===== src/rtl/ws2812_pkg.sv =====
`default_nettype none
// +--------------------------------------------------------------------------+
// | Module  : ws2812_pkg                                                     |
// | Brief   : Shared types and default 50 MHz timing for the WS2812 chain.   |
// | Revision: 1.0  initial release                                           |
// +--------------------------------------------------------------------------+
package ws2812_pkg;

    typedef enum logic [1:0] {
        ST_IDLE  = 2'd0,
        ST_FETCH = 2'd1,
        ST_SEND  = 2'd2,
        ST_LATCH = 2'd3
    } state_t;

    localparam int c_t0h_cyc = 20;
    localparam int c_t1h_cyc = 40;
    localparam int c_bit_cyc = 63;
    localparam int c_rst_cyc = 3000;

    // Green in [23:16], red in [15:8], blue in [7:0]; MSB leaves first.
    typedef logic [23:0] pixel_t;

    function automatic int f_max(input int a, input int b);
        return (a > b) ? a : b;
    endfunction

endpackage
`default_nettype wire


===== src/rtl/ws2812_bit_timer.sv =====
`default_nettype none
// +--------------------------------------------------------------------------+
// | Module  : ws2812_bit_timer                                               |
// | Brief   : Shared bit/latch cycle counter and registered line level.      |
// | Revision: 1.0  initial release                                           |
// +--------------------------------------------------------------------------+
module ws2812_bit_timer #(
    parameter int T0H_CYC = 20,
    parameter int T1H_CYC = 40,
    parameter int BIT_CYC = 63,
    parameter int RST_CYC = 3000,
    parameter int CNT_W   = 12
) (
    input  logic clk,
    input  logic rst,
    input  logic i_clr,
    input  logic i_inc,
    input  logic i_send_nxt,
    input  logic i_bit_nxt,
    output logic o_dout,
    output logic o_bit_end,
    output logic o_latch_end
);

    logic [CNT_W-1:0] r_cnt;
    logic [CNT_W-1:0] w_cnt_nxt;
    logic [CNT_W-1:0] w_high_len;
    logic             r_dout;

    always_comb begin
        w_cnt_nxt = r_cnt;
        if (i_clr) begin
            w_cnt_nxt = '0;
        end else if (i_inc) begin
            w_cnt_nxt = r_cnt + CNT_W'(1);
        end
    end

    assign w_high_len = i_bit_nxt ? CNT_W'(T1H_CYC) : CNT_W'(T0H_CYC);

    // The line level is computed from next-cycle count and bit so the
    // registered output lines up with the cycle that count describes.
    always_ff @(posedge clk) begin
        if (rst) begin
            r_cnt  <= '0;
            r_dout <= 1'b0;
        end else begin
            r_cnt  <= w_cnt_nxt;
            r_dout <= i_send_nxt && (w_cnt_nxt < w_high_len);
        end
    end

    assign o_dout      = r_dout;
    assign o_bit_end   = (r_cnt == CNT_W'(BIT_CYC - 1));
    assign o_latch_end = (r_cnt == CNT_W'(RST_CYC - 1));

endmodule
`default_nettype wire


===== src/rtl/ws2812_tx.sv =====
`default_nettype none
// +--------------------------------------------------------------------------+
// | Module  : ws2812_tx                                                      |
// | Brief   : GRB pixel stream to WS2812 NRZ serializer with frame latch.    |
// |           Define WS2812_TX_UNDERRUN_EN to build the underrun detector.   |
// | Revision: 1.0  initial release                                           |
// +--------------------------------------------------------------------------+
module ws2812_tx
    import ws2812_pkg::*;
#(
    parameter int NUM_LEDS = 8,
    parameter int T0H_CYC  = c_t0h_cyc,
    parameter int T1H_CYC  = c_t1h_cyc,
    parameter int BIT_CYC  = c_bit_cyc,
    parameter int RST_CYC  = c_rst_cyc
) (
    input  logic        clk,
    input  logic        rst,
    input  logic        start,
    input  logic [23:0] pix_data,
    input  logic        pix_valid,
    output logic        pix_ready,
    output logic        dout,
    output logic        busy,
    output logic        frame_done,
    output logic        underrun
);

    localparam int CNT_W = $clog2(f_max(BIT_CYC, RST_CYC));
    localparam int PIX_W = $clog2(NUM_LEDS + 1);

    state_t           r_state;
    state_t           w_state_nxt;
    pixel_t           r_shift;
    pixel_t           w_shift_nxt;
    logic [4:0]       r_bit_idx;
    logic [4:0]       w_bit_idx_nxt;
    logic [PIX_W-1:0] r_pix_cnt;
    logic [PIX_W-1:0] w_pix_cnt_nxt;
    logic [PIX_W-1:0] w_pix_cnt_inc;
    logic             r_frame_done;
    logic             w_done_nxt;
    logic             w_clr;
    logic             w_inc;
    logic             w_bit_end;
    logic             w_latch_end;

    always_comb begin
        w_state_nxt   = r_state;
        w_shift_nxt   = r_shift;
        w_bit_idx_nxt = r_bit_idx;
        w_pix_cnt_nxt = r_pix_cnt;
        w_pix_cnt_inc = r_pix_cnt + PIX_W'(1);
        w_done_nxt    = 1'b0;
        w_clr         = 1'b0;
        w_inc         = 1'b0;
        case (r_state)
            ST_IDLE: begin
                if (start) begin
                    w_state_nxt   = ST_FETCH;
                    w_pix_cnt_nxt = '0;
                    w_clr         = 1'b1;
                end
            end
            ST_FETCH: begin
                if (pix_valid) begin
                    w_state_nxt   = ST_SEND;
                    w_shift_nxt   = pix_data;
                    w_bit_idx_nxt = 5'd23;
                    w_clr         = 1'b1;
                end
            end
            ST_SEND: begin
                w_inc = 1'b1;
                if (w_bit_end) begin
                    w_clr = 1'b1;
                    if (r_bit_idx != 5'd0) begin
                        w_shift_nxt   = {r_shift[22:0], 1'b0};
                        w_bit_idx_nxt = r_bit_idx - 5'd1;
                    end else begin
                        w_pix_cnt_nxt = w_pix_cnt_inc;
                        w_state_nxt   = (w_pix_cnt_inc < PIX_W'(NUM_LEDS)) ? ST_FETCH : ST_LATCH;
                    end
                end
            end
            ST_LATCH: begin
                w_inc = 1'b1;
                if (w_latch_end) begin
                    w_clr       = 1'b1;
                    w_done_nxt  = 1'b1;
                    w_state_nxt = ST_IDLE;
                end
            end
            default: w_state_nxt = ST_IDLE;
        endcase
    end

    always_ff @(posedge clk) begin
        if (rst) begin
            r_state      <= ST_IDLE;
            r_shift      <= '0;
            r_bit_idx    <= 5'd0;
            r_pix_cnt    <= '0;
            r_frame_done <= 1'b0;
        end else begin
            r_state      <= w_state_nxt;
            r_shift      <= w_shift_nxt;
            r_bit_idx    <= w_bit_idx_nxt;
            r_pix_cnt    <= w_pix_cnt_nxt;
            r_frame_done <= w_done_nxt;
        end
    end

    ws2812_bit_timer #(
        .T0H_CYC (T0H_CYC),
        .T1H_CYC (T1H_CYC),
        .BIT_CYC (BIT_CYC),
        .RST_CYC (RST_CYC),
        .CNT_W   (CNT_W)
    ) u_bit_timer (
        .clk         (clk),
        .rst         (rst),
        .i_clr       (w_clr),
        .i_inc       (w_inc),
        .i_send_nxt  (w_state_nxt == ST_SEND),
        .i_bit_nxt   (w_shift_nxt[23]),
        .o_dout      (dout),
        .o_bit_end   (w_bit_end),
        .o_latch_end (w_latch_end)
    );

    assign pix_ready  = (r_state == ST_FETCH);
    // frame_done is issued from IDLE, so it must extend busy by one cycle.
    assign busy       = (r_state != ST_IDLE) || r_frame_done;
    assign frame_done = r_frame_done;

`ifdef WS2812_TX_UNDERRUN_EN
    logic r_underrun;

    // Any stalled FETCH cycle implies valid was low on entry to FETCH.
    always_ff @(posedge clk) begin
        if (rst) begin
            r_underrun <= 1'b0;
        end else if ((r_state == ST_IDLE) && start) begin
            r_underrun <= 1'b0;
        end else if ((r_state == ST_FETCH) && !pix_valid && (r_pix_cnt != '0)) begin
            r_underrun <= 1'b1;
        end
    end

    assign underrun = r_underrun;
`else
    assign underrun = 1'b0;
`endif

endmodule
`default_nettype wire


===== config.mk =====
export PLATFORM = sky130hd
export DESIGN_NAME = ws2812_tx
export DESIGN_NICKNAME = d
export VERILOG_FILES = /design/src/rtl/ws2812_pkg.sv /design/src/rtl/ws2812_bit_timer.sv /design/src/rtl/ws2812_tx.sv
export SDC_FILE = /design/constraint.sdc
export NUM_CORES = 1
export LEC_CHECK = 0
export CORE_MARGIN = 2
export CORE_UTILIZATION = 35
export CTS_BUF_LIST = sky130_fd_sc_hd__clkbuf_4
export CTS_CLUSTER_DIAMETER = 80
export DETAILED_ROUTE_END_ITERATION = 8
export GPL_TIMING_DRIVEN = 0
export PLACE_DENSITY = 0.56
export RECOVER_POWER = 50
export SLEW_MARGIN = 15
export SYNTH_ARGS = -nofsm -noshare
export SYNTH_HDL_FRONTEND = slang
export SYNTH_SLANG_ARGS = --single-unit

===== constraint.sdc =====
create_clock -name clk -period 5.31 [get_ports clk]
set_input_delay 0.7965 -clock clk [delete_from_list [all_inputs] [get_ports clk]]
set_output_delay 0.7965 -clock clk [all_outputs]
set_load 0.01 [all_outputs]

==> flow_metrics.py, run 1 <==
metrics = {
    "status": {
        "status": "completed",
    },
    "drt": {
        "viasPerCell": 4.956,
        "drtIter0Drc": 96,
        "drc": 0,
        "postRouteAntennaNets": 0,
        "wl_per_cell_um": 13.00,
        "vias": 2156,
        "drtPass1Iterations": 4,
        "wirelength_um": 5655,
    },
    "placed_design": {
        "hpwl_um": 4220,
        "port_buffers": 30,
        "gp_congestion": 0.7797,
        "place_area_um2": 3015,
    },
    "worst_hold_path": {
        "min_path_type": "flip-flop to flip-flop",
        "whs_path_depth": 2,
        "min_from": "r_shift[16]",
        "holdPathEnd": "r_shift[17]",
    },
    "job": {
        "cap_violations": 0,
    },
    "sta": {
        "setup_viol": 0,
        "tns_ps": 0,
        "slew_headroom": 0.6073,
        "min_period_ps": 3171,
        "fmax_mhz": 315.4,
        "worstMarginPinSlew_ps": 587.8,
        "rsz0062_at_grt": "false",
        "holdWs_ps": 468.0,
        "report.final.hold_viol_count": 0,
        "drv_slew": 0,
        "finalCritPeriodShare": 0.5971,
        "skew_ps": 17.72,
    },
    "clock_network": {
        "cts_setup_buffers": 0,
        "cts_tree": "done",
        "htree_levels": 2,
        "cts-buffers-inserted": 5,
        "clk_latency_ps": 370,
        "ctsResizeCount": 0,
        "root_buffer": "clkbuf_4",
        "clkTransAtPathRegs_ps": 160,
        "clock_sinks": 49,
        "clk_path_buf_depth": 2,
        "ctsHoldBuffers": 0,
    },
    "worst_setup_path": {
        "crit_path_end_kind": "flip-flop",
        "arrival_ps": 3440,
        "reg2reg_depth": 14,
        "ff2ff_setup_slack_ps": 2410,
        "critical_path.top_delay_family": "compound AO/OA/AOI/OAI gates",
        "slowest_stage": "dlygate4sd3_1",
        "start_kind": "input port",
        "max_stage_delay_ps": 680,
        "crit_buf_inv": 2,
        "worstPathCellList": "dlygate4sd3_1, nand2b_1, a21boi_0, a41oi_1, o21ai_0, a21oi_1, inv_1, ha_1, nand3_1, nor2_1, a21oi_1, a31o_1, o2111a_1",
        "r2r-end": "u_bit_timer.o_dout",
        "crit_fanout": 6,
        "crit_top_cell": "a21oi_1",
        "cp.required_ps": 5580,
        "r2r-start": "r_state[1]",
        "critical_path_class": "input port to flip-flop",
    },
    "power_and_ir_drop": {
        "p_per_area_nw_per_um2": 223.9,
        "total_power_mw": 0.6707,
        "p_leak_nw": 1.045,
        "vdd_ir_drop_max_mv": 0.09668,
    },
    "synthesis": {
        "synth_commonest_cells": "49 x dfxtp_1, 32 x a21oi_1, 32 x nand2_1, 32 x nor2_1, 26 x a22oi_1",
        "yosysWarnings": 0,
        "yosysTopAreaCellShare": 0.3786,
        "avgSynthCellArea_um2": 8.695,
        "yosys-top-cells-area": "dfxtp_1 38%, a22oi_1 7.5%, a21oi_1 6.2%",
        "synth_area_um2": 2591,
        "synth_mux_area_frac": 0.01352,
        "synth-xor-area-share": 0.06422,
        "yosysMostFrequentCell": "dfxtp_1",
        "synth_top_family_by_area": "simple AND/OR/NAND/NOR gates",
        "syn_inst": 298,
        "synth-main-ff-cell": "dfxtp_1",
        "synth_adder_area_share": 0.05794,
        "synth-async-reset-ratio": 0,
        "synth_top_cell_by_area": "dfxtp_1",
        "synth_simple_gate_area_frac": 0.2231,
        "synth_compound_area_frac": 0.2062,
        "ys_types": 52,
        "synth-seq-cells": 49,
        "synth_nets": 338,
        "synth_edf_count": 0,
        "ys_seq_area_frac": 0.3786,
    },
    "global_route": {
        "grt_antenna_before_repair": 0,
        "grt_max_degree": 17,
        "grt_pass1_wl_um": 10280,
        "grt_overflow_total": 0,
        "grt_pass1_vias": 2134,
        "grtUsageTotal": 0.1488,
    },
    "floorplan": {
        "io_pins": 33,
        "die_y_um": 90.05,
        "rows": 31,
        "initial_core_util": 0.3592,
        "dieArea_um2": 8108,
        "core_area_um2": 7214,
        "fp.dieW_um": 90.05,
    },
    "layout": {
        "drive_gt1_frac": 0.06548,
        "layout-area-overhead-vs-synth_pct": 15.60,
        "fin_nets": 375,
        "diodes": 0,
        "fin_area_um2": 2995,
    },
}
[metal layers]
| layer | wire, um | up-vias | track usage |
|---|---|---|---|
| met3 | 236 | 2 | 0.03185 |
| li1 | - | 1126 | - |
| met4 | 23 | 0 | 0.03205 |
| met5 | 0 | - | 0 |
| met1 | 2902 | 988 | 0.2132 |
| met2 | 2492 | 40 | 0.2299 |
[how the worst max path moves through the flow]
stage                   start                  to  slack [ps]  cells past startpoint
floorplan           pix_valid  u_bit_timer.o_dout        2820                     12
global placement    pix_valid  u_bit_timer.o_dout        1840                     13
detailed placement  pix_valid  u_bit_timer.o_dout        1830                     13
CTS                 pix_valid  u_bit_timer.o_dout        2220                     13
global route        pix_valid  u_bit_timer.o_dout        1870                     13
finish              pix_valid  u_bit_timer.o_dout        2140                     13
[cells by family after synthesis]
| group | after synthesis |
|---|---|
| AND/OR/NAND/NOR | 107 |
| AO/OA/AOI/OAI | 79 |
| flip-flops | 49 |
| buffers and inverters | 28 |
| XOR/XNOR | 19 |
| adder cells (fa/ha/maj) | 12 |
| multiplexers | 3 |
| other | 1 |
[placed cells by master (no fill, tap or decap), types with 3 or more instances in the layout]
cell,synthesis,layout
a21oi_1,32,32
clkdlybuf4s50_1,0,27
inv_1,11,11
nand3_1,7,7
xnor2_1,11,11
nor4_1,2,3
nor2_1,32,32
nor3_1,4,4
ha_1,12,12
xor2_1,8,8
nand4_1,3,3
dfxtp_1,49,49
dlygate4sd3_1,0,3
o21ai_0,4,4
a211oi_1,4,4
clkbuf_1,5,11
nand2b_1,3,3
clkbuf_4,0,5
and3_1,5,5
buf_2,7,3
nand2_1,32,32
a22oi_1,26,26
[through the flow]
stage,std cells,setup slack (ps),utilization
finish,435,2139,0.4152
global route,435,1870,0.4152
CTS,435,2219,0.4261
detailed placement,427,1829,0.4180
global placement,427,1839,0.4180
floorplan,298,2820,-
[final cells by class]
class	instances	area, um^2
Sequential cell	49	980.9
Timing Repair Buffer	30	300.3
Clock inverter	3	21.27
Buffer	17	82.58
Clock buffer	5	37.54
Inverter	11	41.29
Multi-Input combinational cell	221	1408
Tap cell	99	123.9
Fill cell	781	4219
[power breakdown]
group	switching (mW)	internal, mW	leakage, nW
Sequential	0.00714	0.378	0.396
Clock	0.127	0.0528	0.0316
Combinational	0.0557	0.0495	0.617
Total	0.190	0.480	1.04
[sequential cells by signal, indices dropped and copies added (netlist names)]
signal / cells
r_state: 2
u_bit_timer.r_cnt: 12
r_pix_cnt: 4
frame_done: 1
u_bit_timer.o_dout: 1
r_shift: 24
r_bit_idx: 5
[worst reg2reg max path: stages, from the launching register on]
cell	delay (ps)
dfxtp_1	470
inv_1	100
ha_1	300
nand2b_1	170
a21boi_0	100
a41oi_1	150
o21ai_0	100
a21oi_1	390
inv_1	90
ha_1	310
nand3_1	90
nor2_1	130
a21oi_1	50
a31o_1	220
o2111a_1	140
Note: power is estimated with default switching activity, not from simulation.
==> run 2, diff against run 1 <==
- clock period: 5.31 -> 3.27 ns (I/O delays scaled with it)
==> run 2 against run 1 <==
- sequential share of layout area shrank 0.31 points
- critical path type is now flip-flop to flip-flop
- wire length grew 0.14%
- sequential power grew 62%
==> flow_metrics.py, run 2 (same netlist as run 1, synthesis figures left out) <==
metrics = {
    "status": {
        "status": "completed",
    },
    "sta": {
        "holdWs_ps": 325.5,
        "tns_ps": 0,
        "skew_ps": 12.97,
        "min_period_ps": 2896,
        "drv_slew": 0,
        "slew_headroom": 0.6091,
        "finalCritPeriodShare": 0.8856,
        "worstMarginPinSlew_ps": 585.1,
        "rsz0062_at_grt": "false",
        "setup_viol": 0,
        "fmax_mhz": 345.3,
        "report.final.hold_viol_count": 0,
    },
    "placed_design": {
        "port_buffers": 30,
        "place_area_um2": 3015,
        "gp_congestion": 0.7797,
        "hpwl_um": 4220,
    },
    "drt": {
        "postRouteAntennaNets": 0,
        "drtIter0Drc": 90,
        "vias": 2179,
        "drc": 0,
        "wl_per_cell_um": 13.02,
        "viasPerCell": 5.009,
        "drtPass1Iterations": 4,
        "wirelength_um": 5663,
    },
    "worst_setup_path": {
        "arrival_ps": 3170,
        "start_kind": "flip-flop",
        "critical_path_class": "flip-flop to flip-flop",
        "crit_path_end_kind": "flip-flop",
        "cp.required_ps": 3550,
        "ff2ff_setup_slack_ps": 370,
        "r2r-end": "u_bit_timer.o_dout",
        "reg2reg_depth": 14,
        "crit_fanout": 9,
        "r2r-start": "r_state[1]",
    },
    "worst_hold_path": {
        "min_path_type": "input port to flip-flop",
        "whs_path_depth": 2,
        "min_from": "rst",
        "holdPathEnd": "r_bit_idx[4]",
    },
    "layout": {
        "post-route-util": 0.4192,
        "final_common_cell": "dfxtp_1",
        "top_regs": "r_shift x24, u_bit_timer.r_cnt x12, r_bit_idx x5",
        "layout_common_cells": "49 x dfxtp_1, 32 x a21oi_1, 32 x nor2_1, 32 x nand2_1, 28 x clkdlybuf4s50_1",
        "largest_reg_flops": 24,
        "fin_area_um2": 3024,
        "top_register": "r_shift",
        "layout-area-overhead-vs-synth_pct": 16.71,
        "diodes": 0,
        "fin_nets": 375,
        "drive_gt1_frac": 0.07143,
    },
    "floorplan": {
        "rows": 31,
        "core_area_um2": 7214,
        "io_pins": 33,
        "die_y_um": 90.05,
        "initial_core_util": 0.3592,
        "fp.dieW_um": 90.05,
        "dieArea_um2": 8108,
    },
    "global_route": {
        "grt_max_degree": 17,
        "grtUsageTotal": 0.1488,
        "grt_overflow_total": 0,
        "grt_antenna_before_repair": 0,
        "grt_pass1_vias": 2134,
        "grt_pass1_wl_um": 10280,
    },
    "power_and_ir_drop": {
        "total_power_mw": 1.097,
        "p_per_area_nw_per_um2": 362.7,
        "vdd_ir_drop_max_mv": 0.1612,
        "power_switching_mw": 0.3122,
        "clkPwrFrac": 0.270,
        "p_comb_frac": 0.160,
        "p_leak_nw": 1.089,
        "p_sw_frac": 0.2846,
        "p_int_mw": 0.7847,
        "seqPwrFrac": 0.570,
    },
    "clock_network": {
        "clk_latency_ps": 370,
        "root_buffer": "clkbuf_4",
        "cts_tree": "done",
        "htree_levels": 2,
        "clk_path_buf_depth": 2,
        "cts_setup_buffers": 0,
        "ctsHoldBuffers": 0,
        "clock_sinks": 49,
        "clkTransAtPathRegs_ps": 150,
        "cts-buffers-inserted": 5,
        "ctsResizeCount": 0,
    },
    "job": {
        "cap_violations": 0,
    },
}
-- run 2: cell count changes in the layout (fill, tap and decap cells not counted), sizes merged --
cell	change
dlygate4sd3	-1
clkdlybuf4s50	+1
-- run 2: cell type report --
cell class              count  area, um^2
well taps                  99       123.9
inverters                  11       41.29
clock inverters             3       21.27
clock buffers               5       37.54
multi-input cells         221        1430
plain buffers              17       88.84
flip-flops and latches     49       980.9
fillers                   779        4190
repair buffers             30       300.3
-- run 2: per-stage QoR --
stage | instances | setup slack, ps
CTS | 435 | 357.9
floorplan | 298 | 813.8
detailed placement | 427 | 94.60
global placement | 427 | 104.9
global route | 435 | 45.65
finish | 435 | 374.1
-- run 2: routing by layer --
| metal | GRT usage | share of wire | routed length, um |
|---|---|---|---|
| met1 | 0.2132 | 0.51 | 2872 |
| met2 | 0.2299 | 0.43 | 2463 |
| met3 | 0.03185 | 0.047 | 266 |
| met4 | 0.03205 | 0.011 | 61 |
| met5 | 0 | 0 | 0 |
-- run 2: worst max-delay path by stage --
stage	from	to	slack, ps	cells after the start
3_5_place_dp	pix_valid	u_bit_timer.o_dout	90	13
2_1_floorplan	r_bit_idx[0]	u_bit_timer.o_dout	810	13
3_3_place_gp	pix_valid	u_bit_timer.o_dout	100	13
4_1_cts	r_state[1]	u_bit_timer.o_dout	360	14
5_1_grt	r_state[1]	u_bit_timer.o_dout	50	14
6_report	r_state[1]	u_bit_timer.o_dout	370	14
-- run 2: power by group through the flow --
stage	Sequential, mW	Clock [mW]	Combinational, mW
after floorplan	0.636	0	0.116
after global placement	0.639	0	0.182
after detailed placement	0.639	0	0.184
after CTS	0.626	0.309	0.185
after global routing	0.629	0.333	0.197
final	0.625	0.296	0.176
-- run 2: worst max-delay path, stage by stage (launching register included) --
cell      delay [ps]
dfxtp_1          480
inv_1             90
ha_1             300
nand2b_1         170
a21boi_0          90
a41oi_1          150
o21ai_0          100
a21oi_1          390
inv_1             90
ha_1             310
nand3_1           90
nor2_1           130
a21oi_1           50
a31o_1           210
o2111a_1         140
